**config.mk**
```make
export PLATFORM = sky130hd
export DESIGN_NAME = cam_alloc_flat
export DESIGN_NICKNAME = d
export VERILOG_FILES = /design/src/rtl/cam_alloc_if.sv /design/src/rtl/cam_alloc.sv /design/src/flat_wrapper.sv
export SDC_FILE = /design/constraint.sdc
export NUM_CORES = 1
export LEC_CHECK = 0
export CAP_MARGIN = 0
export CELL_PAD_IN_SITES_DETAIL_PLACEMENT = 0
export CELL_PAD_IN_SITES_GLOBAL_PLACEMENT = 1
export CORE_UTILIZATION = 45
export DETAILED_ROUTE_END_ITERATION = 10
export GPL_TIMING_DRIVEN = 1
export PLACE_DENSITY = 0.9
export SYNTH_ARGS = -nofsm -noshare
export SYNTH_HDL_FRONTEND = slang
export SYNTH_SLANG_ARGS = --single-unit
export TNS_END_PERCENT = 20
```
**constraint.sdc**
```tcl
create_clock -name clk -period 4.62 [get_ports clk]
set_clock_uncertainty 0.1 [all_clocks]
set_input_delay 0.462 -clock clk [delete_from_list [all_inputs] [get_ports clk]]
set_output_delay 0.462 -clock clk [all_outputs]
set_load 0.1 [all_outputs]
```
**src/rtl/cam_alloc_if.sv**
```systemverilog
// Insert request/response handshake between a requester and cam_alloc.
interface cam_alloc_if #(
    parameter int KEY_W  = 8,
    parameter int ADDR_W = 5
) ();
    logic              req_valid_i;
    logic              req_ready_o;
    logic [KEY_W-1:0]  req_key_i;
    logic              rsp_valid_o;
    logic              rsp_hit_o;
    logic              rsp_full_o;
    logic [ADDR_W-1:0] rsp_addr_o;

    modport slave (
        input  req_valid_i, req_key_i,
        output req_ready_o, rsp_valid_o, rsp_hit_o, rsp_full_o, rsp_addr_o
    );

    modport master (
        output req_valid_i, req_key_i,
        input  req_ready_o, rsp_valid_o, rsp_hit_o, rsp_full_o, rsp_addr_o
    );
endinterface

```
**src/rtl/cam_alloc.sv**
```systemverilog
// Insert/free controller in front of a CAM: duplicate check, slot allocation, occupancy bitmap.
// Optional macro CAM_ALLOC_STATS_EN adds saturating hit/insert/full response counters.
module cam_alloc #(
    parameter int CNT_N = 32,
    parameter int KEY_W = 8,
    localparam int ADDR_W = $clog2(CNT_N)
) (
    input  logic              clk,
    input  logic              reset,
    cam_alloc_if.slave        req,
    input  logic              free_i,
    input  logic [ADDR_W-1:0] free_addr_i,
    output logic              cam_rd_o,
    output logic [KEY_W-1:0]  cam_rd_key_o,
    input  logic              cam_match_i,
    input  logic [ADDR_W-1:0] cam_addr_i,
    input  logic              cam_error_i,
    output logic              cam_alloc_o,
    output logic [CNT_N-1:0]  cam_alloc_pos_o,
    output logic [KEY_W-1:0]  cam_alloc_key_o,
    output logic [ADDR_W:0]   count_o,
    output logic              full_o,
    output logic              err_o
`ifdef CAM_ALLOC_STATS_EN
    ,
    input  logic              stat_clr_i,
    output logic [31:0]       stat_hit_o,
    output logic [31:0]       stat_ins_o,
    output logic [31:0]       stat_full_o
`endif
);
    typedef enum logic [1:0] {IDLE, LOOKUP, ALLOC, RESP} state_t;

    state_t            state;
    logic [KEY_W-1:0]  key_q;
    logic [CNT_N-1:0]  used_q;
    logic [ADDR_W:0]   count_q;
    logic [ADDR_W-1:0] target_q;
    logic              err_q;
    logic              ready_q;
    logic              rsp_valid_q, rsp_hit_q, rsp_full_q;
    logic [ADDR_W-1:0] rsp_addr_q;
    logic              cam_rd_q, cam_alloc_q;
    logic [CNT_N-1:0]  cam_pos_q;

    logic              free_in_range, free_ok, cam_in_range, live_hit, full;
    logic              alloc_now;
    logic [CNT_N-1:0]  free_mask, alloc_mask;
    logic [ADDR_W-1:0] low_idx;

    assign full          = (count_q == (ADDR_W+1)'(CNT_N));
    assign free_in_range = ((ADDR_W+1)'(free_addr_i) < (ADDR_W+1)'(CNT_N));
    assign free_ok       = free_i & free_in_range & used_q[free_addr_i];
    assign cam_in_range  = ((ADDR_W+1)'(cam_addr_i) < (ADDR_W+1)'(CNT_N));
    // A CAM match only counts if the bitmap still owns the entry and it is not being freed now.
    assign live_hit      = cam_match_i & cam_in_range & used_q[cam_addr_i]
                         & ~(free_i & (free_addr_i == cam_addr_i));
    assign alloc_now     = (state == ALLOC);
    assign free_mask     = free_ok   ? (CNT_N'(1) << free_addr_i) : '0;
    assign alloc_mask    = alloc_now ? (CNT_N'(1) << target_q)    : '0;

    always_comb begin
        low_idx = '0;
        for (int unsigned i = CNT_N; i > 0; i--) begin
            if (!used_q[i-1]) low_idx = ADDR_W'(i-1);
        end
    end

    always_ff @(posedge clk or posedge reset) begin
        if (reset) begin
            state       <= IDLE;
            key_q       <= '0;
            used_q      <= '0;
            count_q     <= '0;
            target_q    <= '0;
            err_q       <= 1'b0;
            ready_q     <= 1'b0;
            rsp_valid_q <= 1'b0;
            rsp_hit_q   <= 1'b0;
            rsp_full_q  <= 1'b0;
            rsp_addr_q  <= '0;
            cam_rd_q    <= 1'b0;
            cam_alloc_q <= 1'b0;
            cam_pos_q   <= '0;
        end else begin
            used_q      <= (used_q | alloc_mask) & ~free_mask;
            count_q     <= count_q + (ADDR_W+1)'(alloc_now) - (ADDR_W+1)'(free_ok);
            if (free_i && !free_ok) err_q <= 1'b1;

            rsp_valid_q <= 1'b0;
            rsp_hit_q   <= 1'b0;
            rsp_full_q  <= 1'b0;
            rsp_addr_q  <= '0;
            cam_rd_q    <= 1'b0;
            cam_alloc_q <= 1'b0;
            cam_pos_q   <= '0;

            case (state)
                IDLE: begin
                    if (req.req_valid_i && ready_q) begin
                        key_q    <= req.req_key_i;
                        state    <= LOOKUP;
                        ready_q  <= 1'b0;
                        cam_rd_q <= 1'b1;
                    end else begin
                        ready_q  <= 1'b1;
                    end
                end
                LOOKUP: begin
                    if (cam_error_i) err_q <= 1'b1;
                    if (live_hit) begin
                        state       <= RESP;
                        rsp_valid_q <= 1'b1;
                        rsp_hit_q   <= 1'b1;
                        rsp_addr_q  <= cam_addr_i;
                    end else if (cam_match_i) begin
                        // Reuse the stale slot so the CAM never holds the key twice.
                        state       <= ALLOC;
                        target_q    <= cam_addr_i;
                        cam_alloc_q <= 1'b1;
                        cam_pos_q   <= CNT_N'(1) << cam_addr_i;
                    end else if (!full) begin
                        state       <= ALLOC;
                        target_q    <= low_idx;
                        cam_alloc_q <= 1'b1;
                        cam_pos_q   <= CNT_N'(1) << low_idx;
                    end else begin
                        state       <= RESP;
                        rsp_valid_q <= 1'b1;
                        rsp_full_q  <= 1'b1;
                    end
                end
                ALLOC: begin
                    state       <= RESP;
                    rsp_valid_q <= 1'b1;
                    rsp_addr_q  <= target_q;
                end
                RESP: begin
                    state   <= IDLE;
                    ready_q <= 1'b1;
                end
                default: state <= IDLE;
            endcase
        end
    end

    assign req.req_ready_o = ready_q;
    assign req.rsp_valid_o = rsp_valid_q;
    assign req.rsp_hit_o   = rsp_hit_q;
    assign req.rsp_full_o  = rsp_full_q;
    assign req.rsp_addr_o  = rsp_addr_q;
    assign cam_rd_o        = cam_rd_q;
    assign cam_rd_key_o    = key_q;
    assign cam_alloc_o     = cam_alloc_q;
    assign cam_alloc_pos_o = cam_pos_q;
    assign cam_alloc_key_o = key_q;
    assign count_o         = count_q;
    assign full_o          = full;
    assign err_o           = err_q;

`ifdef CAM_ALLOC_STATS_EN
    always_ff @(posedge clk or posedge reset) begin
        if (reset) begin
            stat_hit_o  <= '0;
            stat_ins_o  <= '0;
            stat_full_o <= '0;
        end else if (stat_clr_i) begin
            stat_hit_o  <= '0;
            stat_ins_o  <= '0;
            stat_full_o <= '0;
        end else if (rsp_valid_q) begin
            if (rsp_hit_q && stat_hit_o != '1) stat_hit_o <= stat_hit_o + 32'd1;
            if (rsp_full_q && stat_full_o != '1) stat_full_o <= stat_full_o + 32'd1;
            if (!rsp_hit_q && !rsp_full_q && stat_ins_o != '1) stat_ins_o <= stat_ins_o + 32'd1;
        end
    end
`endif
endmodule

```
**src/flat_wrapper.sv**
```systemverilog
// flat-port wrapper written by rule: the top's interface ports become plain ports
module cam_alloc_flat 
#(
    parameter int CNT_N = 32,
    parameter int KEY_W = 8,
    localparam int ADDR_W = $clog2(CNT_N)
)
  (clk, reset, free_i, free_addr_i, cam_rd_o, cam_rd_key_o, cam_match_i, cam_addr_i, cam_error_i, cam_alloc_o, cam_alloc_pos_o, cam_alloc_key_o, count_o, full_o, err_o, req_req_valid_i, req_req_key_i, req_req_ready_o, req_rsp_valid_o, req_rsp_hit_o, req_rsp_full_o, req_rsp_addr_o);
  cam_alloc_if #(.KEY_W(KEY_W), .ADDR_W((5))) req_i ();
  input  logic clk;
  input  logic reset;
  input  logic free_i;
  input  logic [ADDR_W-1:0] free_addr_i;
  output logic cam_rd_o;
  output logic [KEY_W-1:0] cam_rd_key_o;
  input  logic cam_match_i;
  input  logic [ADDR_W-1:0] cam_addr_i;
  input  logic cam_error_i;
  output logic cam_alloc_o;
  output logic [CNT_N-1:0] cam_alloc_pos_o;
  output logic [KEY_W-1:0] cam_alloc_key_o;
  output logic [ADDR_W:0] count_o;
  output logic full_o;
  output logic err_o;
  input wire logic [$bits(req_i.req_valid_i)-1:0] req_req_valid_i;
  input wire logic [$bits(req_i.req_key_i)-1:0] req_req_key_i;
  output wire logic [$bits(req_i.req_ready_o)-1:0] req_req_ready_o;
  output wire logic [$bits(req_i.rsp_valid_o)-1:0] req_rsp_valid_o;
  output wire logic [$bits(req_i.rsp_hit_o)-1:0] req_rsp_hit_o;
  output wire logic [$bits(req_i.rsp_full_o)-1:0] req_rsp_full_o;
  output wire logic [$bits(req_i.rsp_addr_o)-1:0] req_rsp_addr_o;
  assign req_i.req_valid_i = req_req_valid_i;
  assign req_i.req_key_i = req_req_key_i;
  assign req_req_ready_o = req_i.req_ready_o;
  assign req_rsp_valid_o = req_i.rsp_valid_o;
  assign req_rsp_hit_o = req_i.rsp_hit_o;
  assign req_rsp_full_o = req_i.rsp_full_o;
  assign req_rsp_addr_o = req_i.rsp_addr_o;
  cam_alloc #(.CNT_N(CNT_N), .KEY_W(KEY_W)) u_core (.clk(clk), .reset(reset), .req(req_i), .free_i(free_i), .free_addr_i(free_addr_i), .cam_rd_o(cam_rd_o), .cam_rd_key_o(cam_rd_key_o), .cam_match_i(cam_match_i), .cam_addr_i(cam_addr_i), .cam_error_i(cam_error_i), .cam_alloc_o(cam_alloc_o), .cam_alloc_pos_o(cam_alloc_pos_o), .cam_alloc_key_o(cam_alloc_key_o), .count_o(count_o), .full_o(full_o), .err_o(err_o));
endmodule
```
# Word-level counts from Yosys, hierarchy flattened
# Index checks and enable logic that the tools add are counted.
[totals] input_bits=24 regBits=97
[op_classes] n_addsub=2 reduce_logical=7 n_shift=4 n_eq_ne=7 n_lt_le_gt_ge=2 mux=70 n_bitwise=9
[op_table] op="32-bit 2-to-1 mux" count=6
[op_table] op="5-bit 2-to-1 mux" count=35
[op_table] op="1-bit by 5-bit << shifter with 32-bit output, first input constant" count=4
[op_table] op="32-bit AND" count=1
[op_table] op="32-bit NOT" count=1
[op_table] op="32-bit OR" count=1
[op_table] op="1-bit 2-to-1 mux" count=20
[op_table] op="5-bit by 6-bit < comparator with 1-bit output, second input constant" count=2
[op_table] op="1-bit binary-select mux with 5-bit select" count=2
[op_table] op="5-bit case mux with 2 select lines" count=1
[op_table] op="2-bit case mux with 4 select lines" count=1
[op_table] op="6-bit by 1-bit adder with 6-bit output" count=1
[op_table] op="6-bit == test, second input constant" count=1
[op_table] op="2-bit 2-to-1 mux" count=3
[op_table] op="6-bit by 1-bit subtractor with 6-bit output" count=1
[op_table] op="5-bit == test" count=1
[op_table] op="1-bit AND" count=4
[op_table] op="2-bit == test, second input constant" count=2
[op_table] op="1-bit case mux with 2 select lines" count=2
[op_table] op="3-bit AND reduction" count=1
[op_table] op="2-bit by 1-bit == test with 1-bit output, second input constant" count=1
[op_table] op="1-bit logical AND" count=2
[op_table] op="2-bit zero test" count=1
[op_table] op="2-bit by 1-bit inequality test with 1-bit output, second input constant" count=1
[op_table] op="5 further kinds" count=6

# Depth between registers and ports, before layout
[depth] ltp_word=37 mapped_depth=16

# Worst setup path before layout
# No wires, ideal clock.
[synth_timing] path_type="flip-flop to flip-flop" startpoint="reg u_core.count_q[5] (netlist: u_core.count_o[5])" endpoint="reg u_core.cam_pos_q[17] (netlist: u_core.cam_alloc_pos_o[17])" t_required_ns=4.401 path_buffers=0 slack_ns=0.161 stages_incl_launch_ff=9 synth_period_minus_slack_ns=4.459 arrival_ns=4.239 cell_sequence="dfrtp_1 > ha_1 > nand2_1 > nor3_1 > nor2_1 > nand3_1 > nor2_1 > a31oi_1 > nor2_1"
[synth_via] elab_chain_cells=5
[synth_lines] element="start, declared" line_no="cam_alloc.sv:37" source="logic [ADDR_W:0] count_q;"
[synth_lines] element="start signal, assigned" line_no="cam_alloc.sv:87" source="count_q <= count_q + (ADDR_W+1)'(alloc_now) - (ADDR_W+1)'(free_ok);"
[synth_lines] element="6-bit == test" line_no="cam_alloc.sv:51" source="assign full = (count_q == (ADDR_W+1)'(CNT_N));"
[synth_lines] element="net full_o" line_no="flat_wrapper.sv:23" source="output logic full_o;"
[synth_lines] element="32-bit 2-to-1 mux" line_no="cam_alloc.sv:122" source="end else if (!full) begin"
[synth_lines] element="32-bit 2-to-1 mux" line_no="cam_alloc.sv:116" source="end else if (cam_match_i) begin"
[synth_lines] element="32-bit 2-to-1 mux" line_no="cam_alloc.sv:111" source="if (live_hit) begin"
[synth_lines] element="32-bit 2-to-1 mux" line_no="cam_alloc.sv:98" source="case (state)"
[synth_lines] element="end signal, assigned" line_no="cam_alloc.sv:121" source="cam_pos_q <= CNT_N'(1) << cam_addr_i;"
[synth_lines] element="end signal, assigned" line_no="cam_alloc.sv:126" source="cam_pos_q <= CNT_N'(1) << low_idx;"
[synth_lines] element="end, declared" line_no="cam_alloc.sv:44" source="logic [CNT_N-1:0] cam_pos_q;"
# The timed path passes the listed nets, and every way through them passes these cells.
# A chain may end at the register's enable or synchronous reset.

# Worst setup path after layout
[layout_timing] startpoint="in free_addr_i[1]" endpoint="reg u_core.count_q[4] (netlist: u_core.count_o[4])"
[layout_via] elab_chain_cells=4
[layout_lines] element="start, declared" line_no="flat_wrapper.sv:13" source="input logic [ADDR_W-1:0] free_addr_i;"
[layout_lines] element="1-bit binary-select mux with 5-bit select" line_no="cam_alloc.sv:53" source="assign free_ok = free_i & free_in_range & used_q[free_addr_i];"
[layout_lines] element="1-bit 2-to-1 mux (not written as such)" line_no="cam_alloc.sv:53"
[layout_lines] element="1-bit AND" line_no="cam_alloc.sv:53"
[layout_lines] element="6-bit by 1-bit subtractor with 6-bit output" line_no="cam_alloc.sv:87"
# No other way between the ends. The select of a mux whose other input is x is not followed.

==> results_dict.tcl <==
set metrics [dict create \
    dp.final_hpwl_um 11000 \
    place.gp.congestion 0.915 \
    ir_worst_vdd_uv 351 \
    r2r_end "u_core.count_o[4]" \
    synth_top_area_share_pct 45.0 \
    vias 4665 \
    drive_gt1_share_pct 9.18 \
    power_density_mw_per_mm2 781 \
    max_stage_delay_ps 900 \
    critPathMaxFanout 17 \
    cts_hold_buffers 0 \
    cts.sinks 97 \
    syn_area_sq_mm 0.00539 \
    syn_area_per_cell_sq_um 9.89 \
    min_path_cells 1 \
    min_from "u_core.err_o" \
    wl_per_cell_um 19.1 \
    end_kind "flop" \
    fmax_ghz 0.253 \
    drt-pass1-iter-count 9 \
    grt_overflow 0 \
    synth_cell_type_count 60 \
    multiInputGateArea_sq_mm 0.00266 \
    seq_area_frac_synth_pct 45.0 \
    crit_chain "clkdlybuf4s50_1 -> mux4_2 -> mux4_2 -> mux2i_1 -> nor2b_1 -> ha_1 -> inv_1 -> ha_1 -> inv_1 -> fa_1 -> inv_1 -> a21oi_1 -> nor2_1 -> nor2_1 -> xnor2_1" \
    nNetsFinal 654 \
    dieArea_sq_mm 0.0124 \
    crit_path_frequent_cell "inv_1" \
    grt_pass1_wl_um 23800 \
    die_w_um 111 \
    p_leak_uw 0.00271 \
    syn_to_final_growth_pct 23.3 \
    r2r-start "u_core.used_q[1]" \
    synth_top_area_cell "dfrtp_1" \
    relSlewSlack_pct 33.2 \
    path_clk_slew_ps 60 \
    wl_met2_um 6980 \
    synthTopCellsByArea "dfrtp_1 45%, mux4_2 7.9%, a21oi_1 6.9%" \
    yosysWarnings 0 \
    num_antenna_cells 0 \
    synth_edf_count 0 \
    met1_length_um 6090 \
    grt_max_degree 50 \
    arrival_ps 4090 \
    critPathTopFamily "multiplexers" \
    synth_flop_cell "dfrtp_1" \
    ios 91 \
    grt_setup_unrepaired "false" \
    syn_inst 545 \
    max-cap-violations 0 \
    internal-power_uw 2510 \
    start_util_pct 46.6 \
    pwr-share-comb_pct 55.3 \
    status "complete, but fails checks" \
    min_to "u_core.err_o" \
    routed_wirelength_um 14600 \
    tightest_slew_ps 999 \
    crit_slowest_cell "clkdlybuf4s50_1" \
    period_share_pct 85.5 \
    track_usage_pct 24.7 \
    cts_htree_levels 3 \
    ant_nets 0 \
    clk-insertion-delay-late_ps 360 \
    slew_violations 0 \
    p_seq_share_pct 29.1 \
    core-area_sq_mm 0.0116 \
    violations "design-rule violations" \
    hp-class "flop to flop" \
    cts_setup_buffers 0 \
    antenna_found_initial 0 \
    num_rows 39 \
    first_iter_violations 424 \
    worst_slack_ps 670 \
    drc 15 \
    post_cts_resized 0 \
    top_layer_used "met4" \
    path_buf_inv 4 \
    worstSetupPathType "input port to flop" \
    setup_tns_ps 0 \
    fillCellCount 976 \
    cts_root_buffer "clkbuf_16" \
    ff2ff_path_depth 14 \
    start_kind "input port" \
    clockBufferDepth 2 \
    wl_met3_um 964 \
    p_clk_share_pct 15.6 \
    numCtsBuffers 9 \
    die-height_um 111 \
    r2r_setup_slack_ps 1090 \
    async_flop_share_pct 100 \
    crit_required_ps 4760 \
    cts_tree "done" \
    synth_fp_nets 582 \
    fin_crit_ps 3950 \
    finalSetupViolCount 0 \
    seq_area_sq_mm 0.00243 \
    switchingPower_uw 2680 \
    sw_frac_of_total_pct 51.6 \
    grt_pass1_vias 4526 \
    post-place-ws_ps 348 \
    post_drt_via_cell_ratio 6.11 \
    ys_ff_latch 97 \
    hold_violations 0 \
    portBuffers 90 \
]
==> power by group through the flow <==
stage / clock network (uW) / logic [uW] / registers (uW)
final: 811 / 2870 / 1510
after global routing: 858 / 3050 / 1560
after CTS: 826 / 2860 / 1500
after detailed placement: 0 / 2850 / 1510
after global placement: 0 / 2810 / 1510
after floorplan: 0 / 1580 / 2120
==> placed cells by master (no fill, tap or decap), types with 14 or more instances in the layout <==
cell type / count
dfrtp_1: 97
inv_1: 28
a21oi_1: 74
nand2_1: 46
nand4_1: 16
clkdlybuf4s50_1: 90
nor2_1: 41
a31oi_1: 14
nor3_1: 15
mux4_2: 19
==> layer usage <==
metal	global-route usage (%)	up-vias
li1	-	2132
met1	32.2	2270
met2	39.6	225
met3	4.68	38
met4	13.0	0
met5	0	-
==> per-stage QoR <==
step           utilization, %  instance area [sq um]  cells  hold WS [ps]  total power [uW]
6_report                 57.5                   6650    764           410              5190
5_1_grt                  57.5                   6650    764           446              5470
4_1_cts                  57.5                   6650    764           421              5190
3_5_place_dp             54.6                   6320    749           398              4360
3_3_place_gp             54.6                   6320    749           394              4310
2_1_floorplan               -                   5390    545           399              3700
==> registers in the layout, indices dropped and copies added (netlist names) <==
| register | count |
|---|---|
| u_core.cam_alloc_pos_o | 32 |
| u_core.target_q | 5 |
| u_core.req.req_ready_o | 1 |
| u_core.state | 2 |
| u_core.count_o | 6 |
| u_core.cam_alloc_o | 1 |
| u_core.req.rsp_valid_o | 1 |
| u_core.used_q | 32 |
| u_core.req.rsp_addr_o | 5 |
| u_core.err_o | 1 |
| u_core.req.rsp_full_o | 1 |
| u_core.cam_rd_o | 1 |
| u_core.cam_alloc_key_o | 8 |
| u_core.req.rsp_hit_o | 1 |
==> area by class of cell <==
| class | count | share of cell area (%) |
|---|---|---|
| clock inverters | 5 | 1.34 |
| clock buffers | 10 | 3.60 |
| flip-flops and latches | 97 | 36.5 |
| well taps | 143 | 2.69 |
| multi-input cells | 385 | 40.1 |
| inverters | 29 | 1.66 |
| repair buffers | 95 | 14.1 |
==> synthesized netlist by cell type, drive strengths merged (3+ instances only) <==
library cell / number
o211ai: 4
a32o: 4
dfrtp: 97
nand2: 46
nand2b: 12
and2: 8
nand4: 16
o311ai: 3
nand3: 12
and4: 3
nor3: 15
xnor2: 8
nor2: 42
mux2: 11
o21ai: 11
a21boi: 3
nor2b: 12
clkbuf: 15
inv: 29
a21oi: 74
ha: 12
mux4: 19
a31oi: 14
and3: 6
o22ai: 13
buf: 19
or3: 3
==> cell families (layout without fill, tap and decap cells) <==
| family | Yosys count | count (layout) | share of synthesized area [%] |
|---|---|---|---|
| flip-flops | 97 | 97 | 45.0 |
| AND/OR/NAND/NOR | 181 | 181 | 16.9 |
| buffers and inverters | 63 | 139 | 5.59 |
| AO/OA/AOI/OAI | 150 | 150 | 17.3 |
| XOR/XNOR | 9 | 9 | 1.46 |
| multiplexers | 32 | 32 | 10.6 |
| adder cells (fa/ha/maj) | 13 | 13 | 3.16 |
==> worst max path at each step <==
stage / startpoint / end / slack [ps] / cells past startpoint
finish: free_addr_i[1] / u_core.count_o[4] / 670 / 15
global route: free_addr_i[1] / u_core.count_o[4] / 470 / 15
CTS: free_addr_i[1] / u_core.count_o[4] / 710 / 15
detailed placement: free_addr_i[1] / u_core.count_o[4] / 350 / 15
global placement: free_addr_i[1] / u_core.count_o[4] / 460 / 15
floorplan: u_core.count_o[5] / u_core.cam_alloc_pos_o[17] / 160 / 8
Power figures use the tool's default switching activity.
